## config.mk

```make
export PLATFORM = sky130hd
export DESIGN_NAME = mtm_alu_ctrl
export DESIGN_NICKNAME = d
export VERILOG_FILES = /design/src/rtl/mtm_alu_pkg.sv /design/src/rtl/mtm_alu_crc.sv /design/src/rtl/mtm_alu_ctrl.sv
export SDC_FILE = /design/constraint.sdc
export NUM_CORES = 1
export LEC_CHECK = 0
export ABC_AREA = 1
export BUFFER_PORTS_ARGS = -buffer_cell sky130_fd_sc_hd__buf_2
export CAP_MARGIN = 20
export CORE_MARGIN = 2
export CORE_UTILIZATION = 55
export CTS_BUF_LIST = sky130_fd_sc_hd__clkbuf_2
export CTS_CLUSTER_SIZE = 24
export DETAILED_ROUTE_END_ITERATION = 12
export MAX_ROUTING_LAYER = met4
export PLACE_DENSITY = 0.83
export SKIP_LAST_GASP = 1
export SLEW_MARGIN = 20
export SYNTH_ARGS = -nofsm -noshare
export SYNTH_HDL_FRONTEND = slang
export SYNTH_SLANG_ARGS = --single-unit
```

## constraint.sdc

```tcl
create_clock -name clk -period 7.33 [get_ports clk]
set_input_delay 0.3665 -clock clk [delete_from_list [all_inputs] [get_ports clk]]
set_output_delay 0.3665 -clock clk [all_outputs]
set_load 0.05 [all_outputs]
```

## src/rtl/mtm_alu_pkg.sv

```systemverilog
// rtl/mtm_alu_pkg.sv - shared opcodes, FSM encoding, error bits and CRC polynomials
package mtm_alu_pkg;

  localparam logic [2:0] OP_AND = 3'b000;
  localparam logic [2:0] OP_OR  = 3'b001;
  localparam logic [2:0] OP_ADD = 3'b100;
  localparam logic [2:0] OP_SUB = 3'b101;

  typedef enum logic [1:0] {
    ST_IDLE  = 2'd0,
    ST_CHECK = 2'd1,
    ST_EXEC  = 2'd2,
    ST_RESP  = 2'd3
  } state_e;

  localparam int ERR_DATA_BIT = 2;
  localparam int ERR_CRC_BIT  = 1;
  localparam int ERR_OP_BIT   = 0;

  // Polynomials without the implicit top term: x^4+x+1 and x^3+x+1.
  localparam logic [3:0] CRC4_POLY = 4'b0011;
  localparam logic [2:0] CRC3_POLY = 3'b011;

  function automatic logic op_is_valid(input logic [2:0] op);
    return (op == OP_AND) || (op == OP_OR) || (op == OP_ADD) || (op == OP_SUB);
  endfunction

endpackage

```

## src/rtl/mtm_alu_crc.sv

```systemverilog
// rtl/mtm_alu_crc.sv - combinational MSB-first CRC, zero initial value
module mtm_alu_crc #(
  parameter int               DIN_W = 68,
  parameter int               CRC_W = 4,
  parameter logic [CRC_W-1:0] POLY  = '0
) (
  input  logic [DIN_W-1:0] data_i,
  output logic [CRC_W-1:0] crc_o
);

  logic [CRC_W-1:0] crc_v;
  logic             fb;

  always_comb begin
    crc_v = '0;
    fb    = 1'b0;
    for (int i = DIN_W - 1; i >= 0; i--) begin
      fb    = crc_v[CRC_W-1] ^ data_i[i];
      crc_v = {crc_v[CRC_W-2:0], 1'b0} ^ (fb ? POLY : '0);
    end
    crc_o = crc_v;
  end

endmodule

```

## src/rtl/mtm_alu_ctrl.sv

```systemverilog
// rtl/mtm_alu_ctrl.sv - request validation, core sequencing and response framing
module mtm_alu_ctrl
  import mtm_alu_pkg::*;
#(
  parameter int DATA_W = 32
) (
  input  logic              clk,
  input  logic              rst_n,
  input  logic              in_valid,
  output logic              in_ready,
  input  logic [DATA_W-1:0] in_A,
  input  logic [DATA_W-1:0] in_B,
  input  logic [2:0]        in_op,
  input  logic [3:0]        in_crc,
  input  logic              in_err_data,
  output logic [DATA_W-1:0] core_A,
  output logic [DATA_W-1:0] core_B,
  output logic [2:0]        core_op,
  input  logic [DATA_W-1:0] core_C,
  input  logic              core_carry,
  input  logic              core_overflow,
  input  logic              core_zero,
  input  logic              core_negative,
  output logic              out_valid,
  input  logic              out_ready,
  output logic [DATA_W-1:0] out_C,
  output logic [7:0]        out_ctl
);

  state_e            state_q, state_d;
  logic [DATA_W-1:0] a_q, a_d, b_q, b_d, res_q, res_d;
  logic [2:0]        op_q, op_d;
  logic [3:0]        crc_q, crc_d;
  logic              errd_q, errd_d;
  logic [7:0]        ctl_q, ctl_d;
  logic [3:0]        crc4_calc;
  logic [2:0]        crc3_calc;
  logic [3:0]        flags;
  logic [2:0]        err;

  assign flags = {core_carry, core_overflow, core_zero, core_negative};

  mtm_alu_crc #(.DIN_W(2*DATA_W+4), .CRC_W(4), .POLY(CRC4_POLY)) u_crc4 (
    .data_i ({b_q, a_q, 1'b1, op_q}),
    .crc_o  (crc4_calc)
  );

  mtm_alu_crc #(.DIN_W(DATA_W+5), .CRC_W(3), .POLY(CRC3_POLY)) u_crc3 (
    .data_i ({core_C, 1'b0, flags}),
    .crc_o  (crc3_calc)
  );

  // Priority encode so exactly one error bit is ever reported.
  always_comb begin
    err = '0;
    if (errd_q)                  err[ERR_DATA_BIT] = 1'b1;
    else if (crc4_calc != crc_q) err[ERR_CRC_BIT]  = 1'b1;
    else if (!op_is_valid(op_q)) err[ERR_OP_BIT]   = 1'b1;
  end

  always_comb begin
    state_d   = state_q;
    a_d       = a_q;
    b_d       = b_q;
    op_d      = op_q;
    crc_d     = crc_q;
    errd_d    = errd_q;
    res_d     = res_q;
    ctl_d     = ctl_q;
    in_ready  = 1'b0;
    out_valid = 1'b0;
    case (state_q)
      ST_IDLE: begin
        in_ready = 1'b1;
        if (in_valid) begin
          a_d     = in_A;
          b_d     = in_B;
          op_d    = in_op;
          crc_d   = in_crc;
          errd_d  = in_err_data;
          state_d = ST_CHECK;
        end
      end
      ST_CHECK: begin
        if (|err) begin
          res_d   = '0;
          ctl_d   = {1'b1, err, err, ^{1'b1, err, err}};
          state_d = ST_RESP;
        end else begin
          state_d = ST_EXEC;
        end
      end
      ST_EXEC: begin
        res_d   = core_C;
        ctl_d   = {1'b0, flags, crc3_calc};
        state_d = ST_RESP;
      end
      ST_RESP: begin
        out_valid = 1'b1;
        if (out_ready) state_d = ST_IDLE;
      end
      default: state_d = ST_IDLE;
    endcase
  end

  always_ff @(posedge clk or negedge rst_n) begin
    if (!rst_n) begin
      state_q <= ST_IDLE;
      a_q     <= '0;
      b_q     <= '0;
      op_q    <= '0;
      crc_q   <= '0;
      errd_q  <= 1'b0;
      res_q   <= '0;
      ctl_q   <= '0;
    end else begin
      state_q <= state_d;
      a_q     <= a_d;
      b_q     <= b_d;
      op_q    <= op_d;
      crc_q   <= crc_d;
      errd_q  <= errd_d;
      res_q   <= res_d;
      ctl_q   <= ctl_d;
    end
  end

  assign core_A  = a_q;
  assign core_B  = b_q;
  assign core_op = op_q;
  assign out_C   = res_q;
  assign out_ctl = ctl_q;

endmodule

```

# Word level (Yosys, flattened, before mapping)
# Cells that the tools add are included.
op_classes:
  n_eq_ne: 10
  n_mux: 120
  bitwise_logic: 204
  reduce_logical: 11
op_table:
  columns: ["op", "n"]
  rows:
  - ["4-bit bitwise XOR", 66]
  - ["2-bit two-way mux", 108]
  - ["3-bit bitwise XOR", 35]
  - ["1-bit bitwise XOR", 99]
  - ["32-bit case mux with 2 select lines", 1]
  - ["32-bit two-way mux", 1]
  - ["8-bit case mux with 2 select lines", 1]
  - ["8-bit two-way mux", 1]
  - ["2-bit case mux with 4 select lines", 1]
  - ["1-bit two-way mux", 7]
  - ["7-bit parity", 1]
  - ["3-bit == test (second input constant)", 2]
  - ["2-bit != test (second input constant)", 3]
  - ["2-bit AND reduction", 3]
  - ["2-bit == test (second input constant)", 2]
  - ["4-bit != test", 1]
  - ["4-bit by 2-bit bitwise XOR with 4-bit output", 1]
  - ["3-bit by 1-bit == test with 1-bit output (second input constant)", 1]
  - ["3-bit zero test", 1]
  - ["1-bit logical OR", 3]
  - ["3-bit OR reduction", 1]
  - ["3-bit by 2-bit bitwise XOR with 3-bit output", 1]
  - ["2-bit by 1-bit == test with 1-bit output (second input constant)", 1]
  - ["2-bit zero test", 1]
  - ["other kinds (2)", 3]
totals:
  reg_bits: 114
  inputBits: 112
  output_inout_bits: 109
  word_cells: 353

# Longest topological paths before layout
# Gate-level depths: netlist of the first run.
logic_depth:
  ltp_word: 206
  mapped_depth: 71
  ltp_nobuf: 69

# Modules after synthesis
# From an unflattened synthesis of the first run, not the netlist that was laid out.
unflattened:
  hier_cells: 1343
  hier_area_um2: 9083.7
modules_own_cells:
  columns: ["mod", "n_inst", "cells_per_inst", "area_each_um2", "seq_area_each_um2"]
  rows:
  - ["mtm_alu_ctrl", 1, 468, 4837.1, 2852.7]
  - ["mtm_alu_crc (u_crc4)", 1, 595, 2865.2, 0.0]
  - ["mtm_alu_crc (u_crc3)", 1, 280, 1381.3, 0.0]

# Worst setup path before layout of the first run
# Ideal clock, no wire load.
synth_path:
  path_type: "reg-to-reg"
  startpoint: "register b_q[30] (netlist: core_B[30])"
  endpoint: "register res_q[30] (netlist: out_C[30])"
  setup_time_ps: 118
  arrival_ps: 5726
  t_required_ps: 7212
  setup_slack_ps: 1486
  path_stages_with_launch: 68
  n_path_buf: 2
  path_cell_list: "dfrtp_1 -> inv_2 -> nand2_1 -> nand2_1 -> nand2_1 -> nand2_1 -> nand2_2 -> nand2_2 -> inv_2 -> nand2_1 -> nand2_2 -> nand2_1 -> nand2_1 -> nand2_1 -> nand2_2 -> nand2_1 -> nand2_2 -> inv_2 -> (+32 left out) -> nand2_2 -> nand2_2 -> nand2_2 -> nand2_2 -> nand2_2 -> nand2_1 -> nand3_1 -> nand2_1 -> inv_1 -> nand2_1 -> a21oi_2 -> nand4_2 -> nand2_4 -> nand2_4 -> buf_6 -> buf_12 -> nand2_1 -> nand2_1"
synth_via:
  elab_chain_len: 118
  word_cells_on_any_way: 201
  classes_between: "eq/ne (2); mux (67); bitwise (130); reduce/logical (2)"
synth_rtl:
  columns: ["item", "line_no", "text"]
  rows:
  - ["from (decl)", "mtm_alu_ctrl.sv:31", "logic [DATA_W-1:0] a_q, a_d, b_q, b_d, res_q, res_d;"]
  - ["from (signal assigned)", "mtm_alu_ctrl.sv:110", "b_q <= '0;"]
  - ["from (signal assigned)", "mtm_alu_ctrl.sv:119", "b_q <= b_d;"]
  - ["1-bit bitwise XOR (*)", "mtm_alu_crc.sv:18", "fb = crc_v[CRC_W-1] ^ data_i[i];"]
  - ["2-bit two-way mux (*)", "mtm_alu_crc.sv:19", "crc_v = {crc_v[CRC_W-2:0], 1'b0} ^ (fb ? POLY : '0);"]
  - ["4-bit bitwise XOR (*) (3 in series)", "mtm_alu_crc.sv:19", null]
  - ["1-bit bitwise XOR", "mtm_alu_crc.sv:18", null]
  - ["2-bit two-way mux", "mtm_alu_crc.sv:19", null]
  - ["4-bit bitwise XOR (*) (3 in series)", "mtm_alu_crc.sv:19", null]
  - ["1-bit bitwise XOR", "mtm_alu_crc.sv:18", null]
  - ["2-bit two-way mux", "mtm_alu_crc.sv:19", null]
  - ["(+98 left out)", null, null]
  - ["2-bit two-way mux", "mtm_alu_crc.sv:19", null]
  - ["4-bit by 2-bit bitwise XOR with 4-bit output (*)", "mtm_alu_crc.sv:19", null]
  - ["4-bit != test (*)", "mtm_alu_ctrl.sv:57", "else if (crc4_calc != crc_q) err[ERR_CRC_BIT] = 1'b1;"]
  - ["1-bit two-way mux", "mtm_alu_ctrl.sv:57", null]
  - ["2-bit two-way mux (*)", "mtm_alu_ctrl.sv:56", "if (errd_q) err[ERR_DATA_BIT] = 1'b1;"]
  - ["3-bit OR reduction (*)", "mtm_alu_ctrl.sv:85", "if (|err) begin"]
  - ["2-bit != test (no line) (*)", null, null]
  - ["2-bit AND reduction (no line) (*)", null, null]
  - ["to (signal assigned)", "mtm_alu_ctrl.sv:123", "res_q <= res_d;"]
  - ["to (decl)", "mtm_alu_ctrl.sv:31", null]
# Every way passes the cells marked *; elsewhere a longest branch is shown, timed or not.
# A chain may end at the register's enable or synchronous reset.

# Final worst setup path of the first run
layout_path:
  startpoint: "register b_q[30] (netlist: core_B[30])"
  endpoint: "register res_q[0] (netlist: out_C[0])"
# Same word-level chain as after synthesis.

==> summary.txt, run 1 <==
Run status
  • Status: complete, no violations

Synthesis
  • FFs w/ async S/R, synth: 1.000
  • Mapped Nets: 1274
  • Register area share after synthesis: 0.3578
  • Ys flop type: dfrtp_1
  • Synth Area per Inst: 6.892 µm²
  • Synth Instances: 1157
  • Unique masters post-synth: 30
  • Post-Syn Area: 7974 µm²
  • Synth Register Bits: 114
  • EDFF count, synth: 0
  • Synth Warn #: 0

Drt
  • Vias: 8626
  • Final antenna-violating net count: 0
  • 1st-pass router iterations: 7
  • Total wire length: 23.59 mm
  • 1st-iter DRT viols: 725
  • Vias per cell: 5.131
  • Post-DR wirelength/cell: 14.03 µm
  • Drt drc: 0

Cells and area
  • Filler Cell Count: 1049
  • Nets: 1599
  • FF/Latch Area: 2853 µm²
  • Final core occ: 0.7362
  • Area Overhead vs Synth: 32.65%
  • Multi-input gate area: approximately 4500 µm²
  • Final instance area: 10580 µm²
  • Share of layout cells above drive strength 1: 0.2515

Min path
  • Hold WC Path Type: in2reg

CTS
  • Num Clock Sinks: 114
  • Num CTS Buffers: 17
  • CTS root buffer: clkbuf_2
  • Clock slew at reported path FFs: 0.21 ns
  • CTS tree: built
  • H-tree levels: 4
  • Max clock buf depth: 2
  • Clk_lat worst skew: 0.72 ns

Timing
  • Post-layout min period: 6.437 ns
  • Maximum clock frequency: ~160 MHz
  • Final Setup Violations: 0
  • Layout Skew: about 0.042 ns
  • Slew HR: 0.3555
  • RSZ-0062 raised after global routing: no
  • Worst-Margin Slew: roughly 0.97 ns
  • Setup TNS: 0 ns
  • Slew Viols, Final: 0
  • Fin. Hold Viols: 0
  • Period utilization: 0.8782

Setup path
  • Crit path max-delay cell type: dfrtp_1
  • Largest stage delay on the critical path: 0.49 ns
  • Critical path endpoint category: flip-flop
  • Startpoint types: flip-flop
  • Max FO, Critical Path: 39
  • Most frequent CP cell: nand2_1
  • Critical path required time: around 8 ns
  • Setup CP Type: reg2reg
  • Arr. time, crit path: 7.05 ns

Placed design
  • Hpwl dp: 14.82 mm
  • RePlAce Congestion: 0.9107
  • Placed Area: about 9000 µm²
  • Number of port buffers: 220

GRT
  • Total grt overflow: 0
  • First-pass GRT wire length: about 38 mm
  • Gr usage total: 0.3082
  • Largest net degree at the start of global routing: 96
  • Initial antenna violation count: 2
  • Vias in the first global route: 8339

Floorplan
  • Num rows: 44
  • Boundary pin count: 221
  • DIE WIDTH: approximately 120 µm
  • Initial Utilization: 0.5549
  • Die height: about 120 µm
  • Die ar.: 15480 µm²
  • Core area: 14370 µm²

Flow run
  • Max cap viols: 0
[worst max-delay path: cells and delay by family (launching register included)]
family | cells | cell delay, ns
buffers and inverters | 2 | 0.17
AOI/OAI and AO/OA | 1 | 0.20
and+or+nand+nor | 57 | 5.49
DFF | 1 | 0.49
[per-layer routing]
metal,global-route usage,up-vias,part of all wire
li1,-,4266,-
met1,0.3601,3941,0.40
met2,0.5455,367,0.52
met3,0.05026,52,0.063
met4,0.09518,0,0.023
met5,-,-,0
[final timing paths]
check	start	end	slack [ns]	depth (start not counted)
worst max-delay path	core_B[30]	out_C[0]	0.89	60
worst min-delay path	in_valid	state_q[1]	0.08	4
worst max register to register	core_B[30]	out_C[0]	0.89	60
worst min register to register	out_ctl[4]	out_ctl[4]	0.53	2
max in group asynchronous	rst_n	out_C[26]	5.88	3
min in group asynchronous	rst_n	core_op[2]	0.23	2
[registers in the layout, indices dropped and copies added (netlist names)]
name / flops
crc_q: 4
core_A: 32
core_B: 32
out_C: 32
errd_q: 1
state_q: 2
core_op: 3
out_ctl: 8
[cells by family (layout without fill, tap and decap cells)]
logic type,Yosys count,after routing,synth area share
other cells,0,2,0
simple gates,710,712,0.4014
flops,114,114,0.3578
xor+xnor,71,71,0.07987
compound gates,61,61,0.03891
fa+ha+maj,5,5,0.007846
mux,19,19,0.02683
buf+inv,177,513,0.08740
[final cells by class]
| type | instances | area share |
|---|---|---|
| flip-flops and latches | 114 | 0.2697 |
| clock buffers | 18 | 0.008517 |
| well taps | 184 | 0.02176 |
| repair buffers | 334 | 0.2113 |
| clock inverters | 14 | 0.01254 |
| inverters | 147 | 0.05216 |
| multi-input cells | 868 | 0.4236 |
| diodes | 2 | 0.0004732 |
[stage by stage]
step / std cells / hold WS (ns) / setup slack (ns)
final: 1681 / 0.07677 / 0.8927
after global routing: 1681 / 0.07417 / 0.05771
after CTS: 1676 / 0.01212 / 0.5424
after detailed placement: 1534 / 0.4806 / 0.6335
after global placement: 1534 / 0.4681 / 0.8381
after floorplan: 1157 / 0.07091 / 1.486
[synthesized netlist by cell type, drive strengths merged, types with 5 or more instances]
library cell,n,area (µm²)
a21oi,55,279.0
nand2,453,1901
o21ai,5,25.02
inv,147,551.8
xor2,37,331.6
nand3b,12,93.84
nor2,71,271.5
dfrtp,114,2853
xnor2,34,305.3
clkbuf,21,78.83
ha,5,62.56
nand3,170,903.4
buf,9,66.31
mux2,19,214.0
[cells in the final DEF (no fill, tap or decap), types with 11 or more instances in the layout]
cell,instances
a21oi_1,54
buf_2,219
clkbuf_2,18
dfrtp_1,114
dlygate4sd3_1,110
inv_1,131
inv_2,16
mux2_2,19
nand2_1,388
nand2_2,56
nand3_1,161
nand3b_1,11
nor2_1,69
xnor2_1,33
xor2_1,36
[repair_timing]
| action | 4_1_cts | 5_1_grt |
|---|---|---|
| gates resized for setup | 0 | 3 |
| buffers inserted | 0 | 1 |
| endpoints found under the setup margin | 0 | 39 |
| hold buffers | 110 | 0 |
| hold endpoints to repair | 167 | 0 |
Power of run 1 is not shown: default switching activity piles up to over one toggle a cycle in this logic, so the estimate is an artifact.
==> run 2, diff against run 1 <==
--- a/config.mk
+++ b/config.mk
@@ -8,7 +8,7 @@
 export ABC_AREA = 1
 export BUFFER_PORTS_ARGS = -buffer_cell sky130_fd_sc_hd__buf_2
 export CAP_MARGIN = 20
-export CORE_MARGIN = 2
+export CORE_MARGIN = 5
 export CORE_UTILIZATION = 55
 export CTS_BUF_LIST = sky130_fd_sc_hd__clkbuf_2
 export CTS_CLUSTER_SIZE = 24
==> run 2 against run 1 <==
Effect of this change: sequential share of layout area decreased by 0.13 points; utilization up 0.42 points; wire length up 5.3%; global-route usage decreased by 1.1 points; worst setup slack gained 0.057 ns; count of clock-buffer cells in the layout fell by 1; clock skew hardly changed; critical endpoint is now out_C[1].
==> summary.txt, run 2 (synthesis results as in run 1) <==
Run status
  • Status: complete, no violations

CTS
  • Max clock buf depth: 2 (unchanged)
  • Clk_lat worst skew: 0.72 ns (about the same)
  • Clock slew at reported path FFs: 0.21 ns (about the same)
  • Num Clock Sinks: 114 (unchanged)
  • CTS root buffer: clkbuf_2
  • Num CTS Buffers: 17 (unchanged)
  • CTS tree: built
  • H-tree levels: 4 (unchanged)

Timing
  • Period utilization: 0.8705 (-0.007725)
  • Worst-Margin Slew: 0.9641 ns (-0.002577 ns)
  • Final Setup Violations: 0 (unchanged)
  • Slew HR: 0.3573 (+0.001718)
  • Post-layout min period: 6.381 ns (-0.05662 ns)
  • Layout Skew: 0.04140 ns (-0.0002257 ns)
  • Maximum clock frequency: 156.7 MHz (+0.89%)
  • Fin. Hold Viols: 0 (unchanged)
  • RSZ-0062 raised after global routing: no
  • Setup TNS: 0 ns (unchanged)
  • Fin worst setup slack: 0.9493 ns (+0.05662 ns)
  • Slew Viols, Final: 0 (unchanged)

Placed design
  • Inst Count DP: 1534 (unchanged)
  • Hpwl dp: 15.67 mm (+5.7%)
  • Number of port buffers: 220 (unchanged)
  • Setup slack at placement: 0.7370 ns (+0.1035 ns)
  • RePlAce Congestion: 0.9173 (+0.72%)

Floorplan
  • Die height: 130.4 µm (+4.8%)
  • DIE WIDTH: 130.4 µm (+4.8%)
  • Die ar.: 17010 µm² (+9.9%)
  • Initial Utilization: 0.5549 (unchanged)
  • Core area: 14370 µm² (unchanged)
  • Num rows: 44 (unchanged)
  • Boundary pin count: 221 (unchanged)

Cells and area
  • Fin cells: 1682 (+0.059%)
  • Commonest cells after routing, fill and taps aside: nand2_1, buf_2, nand3_1
  • Final core occ: 0.7403 (+0.004179)
  • Area Overhead vs Synth: 33.41%
  • Nets: 1602 (+0.19%)
  • Most common cell after layout, fill and taps aside: nand2_1
  • Share of layout cells above drive strength 1: 0.2513 (about the same)

Setup path
  • Critical path required time: 8.00 ns (+0.06 ns)
  • RR Endpoint: out_C[1]
  • CP delay by family, top: simple AND/OR/NAND/NOR gates
  • Max FO, Critical Path: 6 (-85%)
  • Number of buffers and inverters on the critical path: 5 (+3)
  • Startpoint types: flip-flop
  • Most frequent CP cell: nand2_1
  • Crit path max-delay cell type: dfrtp_2
  • Worst reg2reg path depth: 62 (+3.3%)
  • Setup CP Type: reg2reg
  • Arr. time, crit path: 7.05 ns (about the same)
  • Worst path depth: 62 (+3.3%)
  • Worst r2r src: core_B[30]
  • Critical path endpoint category: flip-flop
  • Largest stage delay on the critical path: 0.48 ns (about the same)
  • R2r setup slk: 0.95 ns (+0.06 ns)

Drt
  • Post-DR wirelength/cell: 14.77 µm (+5.2%)
  • Total wire length: 24.84 mm (+5.3%)
  • Final antenna-violating net count: 0 (unchanged)
  • 1st-pass router iterations: 6 (-1)
  • Vias per cell: 5.162 (+0.59%)
  • Vias: 8682 (+0.65%)
  • Drt drc: 0 (unchanged)
  • 1st-iter DRT viols: 566 (-22%)

Flow run
  • Max cap viols: 0 (unchanged)

GRT
  • Gr usage total: 0.2969 (-0.01134)
  • Largest net degree at the start of global routing: 92 (-4.2%)
  • Initial antenna violation count: 2 (unchanged)
  • First-pass GRT wire length: 39.33 mm (+2.6%)
  • Vias in the first global route: 8516 (+2.1%)
  • Total grt overflow: 0 (unchanged)

Min path
  • Hold depth: 4 (unchanged)
  • Worst hold endpoint: state_q[1]
  • Hold WC Path Type: in2reg
  • Worst Hold Launch: in_valid
## run 2: timing repair
| action | in CTS | in global routing |
|---|---|---|
| endpoints found under the setup margin | 0 | 39 |
| endpoints found under the hold margin | 163 | 0 |
| hold buffers | 110 | 0 |
| gates resized for setup | 0 | 5 |
| setup buffers | 0 | 3 |
## run 2: layout make-up
cell class	instances	area, µm²
diodes	2	5.005
clock buffers	17	85.08
clock inverters	13	168.9
fillers	1061	3731
inverters	147	551.8
multi-input cells	869	4492
flip-flops and latches	114	2855
well taps	184	230.2
repair buffers	336	2250
## run 2: how the worst max path moves through the flow
stage                          start    endpoint
after CTS                 core_B[29]    out_C[5]
after global routing      core_B[30]   out_C[23]
after global placement    core_B[30]  out_ctl[6]
after detailed placement  core_B[30]   out_C[30]
after floorplan           core_B[30]   out_C[30]
final                     core_B[30]    out_C[1]
## run 2: metal layers
layer | vias to the layer above | part of all wire | global-route usage
li1 | 4265 | - | -
met1 | 3951 | 0.38 | 0.3328
met2 | 383 | 0.51 | 0.5109
met3 | 83 | 0.078 | 0.06667
met4 | 0 | 0.035 | 0.1270
met5 | - | 0 | -
## run 2: stage by stage
stage                     instance area (µm²)  hold slack, ns
after detailed placement                 9193          0.4467
after floorplan                          7974         0.07091
after global placement                   9193          0.4476
final                                   10640         0.07613
after CTS                               10550        0.008772
after global routing                    10640         0.05266
## run 2: worst reg2reg max path: cells and delay by family, from the launching register on
kind / cells / cell delay [ns]
and+or+nand+nor: 57 / 5.47
DFF: 1 / 0.48
buffers and inverters: 5 / 0.42
Power of run 2 is left out for the same reason.
==> run 3, diff against run 2 <==
--- a/config.mk
+++ b/config.mk
@@ -5,11 +5,10 @@
 export SDC_FILE = /design/constraint.sdc
 export NUM_CORES = 1
 export LEC_CHECK = 0
-export ABC_AREA = 1
 export BUFFER_PORTS_ARGS = -buffer_cell sky130_fd_sc_hd__buf_2
 export CAP_MARGIN = 20
 export CORE_MARGIN = 5
-export CORE_UTILIZATION = 55
+export CORE_UTILIZATION = 52
 export CTS_BUF_LIST = sky130_fd_sc_hd__clkbuf_2
 export CTS_CLUSTER_SIZE = 24
 export DETAILED_ROUTE_END_ITERATION = 12
@@ -19,4 +18,5 @@
 export SLEW_MARGIN = 20
 export SYNTH_ARGS = -nofsm -noshare
 export SYNTH_HDL_FRONTEND = slang
+export SYNTH_HIERARCHICAL = 1
 export SYNTH_SLANG_ARGS = --single-unit
==> run 3 against run 2 <==
Effect of this change: count of clock-buffer cells in the layout grew 1; first-iteration DRC count shrank 28%; highest routed layer unchanged; synthesized cell count fell by 57%; worst setup slack better by 1.8 ns; fmax rose by 38%; wire length decreased by 25%; via count is 41% lower.
==> summary.txt, run 3 <==
Run status
  • Status: complete, no violations

Setup path
  • Startpoint types: flip-flop
  • Critical path endpoint category: flip-flop
  • Max FO, Critical Path: 37 (+31)
  • Critical path required time: 7.90 ns (-0.10 ns)
  • Arr. time, crit path: 5.18 ns (-1.87 ns)
  • Setup CP Type: reg2reg

Timing
  • Setup TNS: 0 ns (unchanged)
  • Period utilization: 0.6294 (-0.2411)
  • Slew HR: 0.3690 (+0.01177)
  • Maximum clock frequency: 216.8 MHz (+38%)
  • Worst-Margin Slew: 0.9465 ns (-0.01765 ns)
  • Post-layout min period: 4.613 ns (-1.767 ns)
  • Final Setup Violations: 0 (unchanged)
  • Fin. Hold Viols: 0 (unchanged)
  • RSZ-0062 raised after global routing: no
  • Slew Viols, Final: 0 (unchanged)
  • Layout Skew: 0.04177 ns (+0.0003722 ns)

Synthesis
  • EDFF count, synth: 0 (unchanged)
  • FFs w/ async S/R, synth: 1.000 (unchanged)
  • Synth Register Bits: 114 (unchanged)
  • Synth area leader: dfrtp_1
  • Count leader, synth: dfrtp_1
  • Top cells by area, synth: dfrtp_1, mux2_2, xnor2_1
  • Unique masters post-synth: 36 (+20%)
  • Ys flop type: dfrtp_1
  • Synth Area per Inst: 12.61 µm² (+83%)
  • Synth Instances: 494 (-57%)
  • Post-Syn Area: 6228 µm² (-22%)
  • Top cell type's share of synthesized area: 0.4580 (+0.1003)
  • Synth cell count leaders: dfrtp_1, xnor2_1, mux2_2, inv_1, o211ai_1
  • Register area share after synthesis: 0.4580 (+0.1003)
  • Synth Warn #: 6 (+6)

Drt
  • 1st-pass router iterations: 5 (-1)
  • Final antenna-violating net count: 0 (unchanged)
  • Total wire length: 18.56 mm (-25%)
  • Post-DR wirelength/cell: 18.90 µm (+28%)
  • Drt drc: 0 (unchanged)
  • 1st-iter DRT viols: 406 (-28%)
  • Vias: 5136 (-41%)
  • Vias per cell: 5.230 (+1.3%)

Placed design
  • Number of port buffers: 220 (unchanged)
  • RePlAce Congestion: 0.8590 (-6.4%)
  • Hpwl dp: 11.54 mm (-26%)

CTS
  • CTS root buffer: clkbuf_2
  • Post-CTS sizing: 0 (unchanged)
  • Setup bufs post-CTS: 0 (unchanged)
  • CTS tree: built
  • Num Clock Sinks: 114 (unchanged)
  • Clock slew at reported path FFs: 0.19 ns (-0.02 ns)
  • Max clock buf depth: 2 (unchanged)
  • Clk_lat worst skew: 0.69 ns (-0.03 ns)
  • H-tree levels: 4 (unchanged)
  • Num CTS Buffers: 17 (unchanged)

GRT
  • Vias in the first global route: 5675 (-33%)
  • Initial antenna violation count: 1 (-1)
  • Total grt overflow: 0 (unchanged)
  • Largest net degree at the start of global routing: 73 (-21%)
  • Gr usage total: 0.2693 (-0.02763)
  • First-pass GRT wire length: 29.01 mm (-26%)

Cells and area
  • Multi-input gate area: 3142 µm² (-30%)
  • Commonest cells after routing, fill and taps aside: buf_2, dfrtp_1, dlygate4sd3_1
  • Share of layout cells above drive strength 1: 0.4065 (+0.1551)
  • Area Overhead vs Synth: 41.54%
  • Most common cell after layout, fill and taps aside: buf_2
  • Filler Cell Count: 758 (-29%)
  • Nets: 939 (-41%)
  • FF/Latch Area: 2853 µm² (about the same)

Floorplan
  • Core area: 11860 µm² (-17%)
  • Die height: 119.4 µm (-8.4%)
  • Die ar.: 14270 µm² (-16%)
  • Initial Utilization: 0.5251 (-0.02984)
  • Boundary pin count: 221 (unchanged)
  • DIE WIDTH: 119.4 µm (-8.4%)
  • Num rows: 40 (-9.1%)

Flow run
  • Max cap viols: 0 (unchanged)

Min path
  • Hold WC Path Type: in2async
[run 3: cell count changes after synthesis, moves of 16 or more]
cell      change
nand2_1     -382
nand3_1     -161
inv_1        -93
nor2_1       -66
mux2_2       +56
nand2_2      -56
xnor2_1      +50
a21oi_1      -48
o211ai_1     +32
o21ai_0      +25
xnor3_1      +21
xor2_1       -20
inv_2        -16
[run 3: kinds of logic after synthesis]
logic type                 share of synthesized area
xor gates and xnor gates                      0.2505
and+or+nand+nor                              0.02009
AOI/OAI and AO/OA                            0.08156
buffers and inverters                        0.03977
other                                       0.001206
adders and majority gates                    0.01004
DFF                                           0.4580
muxes                                         0.1388
[run 3: what timing repair did]
| action | in CTS | in global routing |
|---|---|---|
| endpoints found under the hold margin | 160 | 0 |
| hold buffers | 108 | 0 |
| endpoints found under the setup margin | 0 | 0 |
[run 3: worst paths after layout]
| kind | from | end | slack [ns] | depth (start not counted) |
|---|---|---|---|---|
| max | core_B[31] | out_ctl[5] | 2.72 | 10 |
| min | rst_n | core_A[3] | 0.06 | 2 |
| max reg2reg | core_B[31] | out_ctl[5] | 2.72 | 10 |
| min reg2reg | out_ctl[0] | out_ctl[0] | 0.53 | 1 |
| max in group asynchronous | rst_n | out_ctl[1] | 6.09 | 4 |
| min in group clk | core_overflow | out_ctl[5] | 0.10 | 4 |
[run 3: worst max-delay path, stage by stage, from the launching register on]
cell	delay (ns)
dfrtp_1	0.45
xnor2_1	0.35
xnor3_1	0.43
xnor3_2	0.44
xnor3_1	0.39
xnor3_2	0.44
xnor3_1	0.42
xnor2_1	0.14
and4_1	0.27
a21oi_4	0.74
mux2_2	0.42
[run 3: cell type report]
type	instances	area share
antenna	1	0.0002838
clock buffer	18	0.01022
clock inverter	13	0.01902
inverter	38	0.01618
multi-input combinational	319	0.3564
sequential	114	0.3236
tap	147	0.02086
timing repair buffer	332	0.2535
[run 3: stage by stage]
stage / std cells / setup slack [ns] / utilization / cell area (µm²) / hold slack, ns
6_report: 982 / 2.717 / 0.7432 / 8816 / 0.06369
3_5_place_dp: 842 / 2.762 / 0.6300 / 7472 / 0.2634
3_3_place_gp: 841 / 2.963 / 0.6276 / 7445 / 0.2604
2_1_floorplan: 495 / 3.226 / - / 6232 / 0.07091
4_1_cts: 981 / 2.750 / 0.7428 / 8811 / 0.01248
5_1_grt: 982 / 2.554 / 0.7432 / 8816 / 0.008773
[run 3: layer usage]
layer	vias up	track usage	share of wire
met2	227	0.4583	0.52
met1	2484	0.2968	0.38
met3	79	0.05413	0.052
li1	2346	-	-
met5	-	-	0
met4	0	0.1475	0.048
Power of run 3 is left out for the same reason.
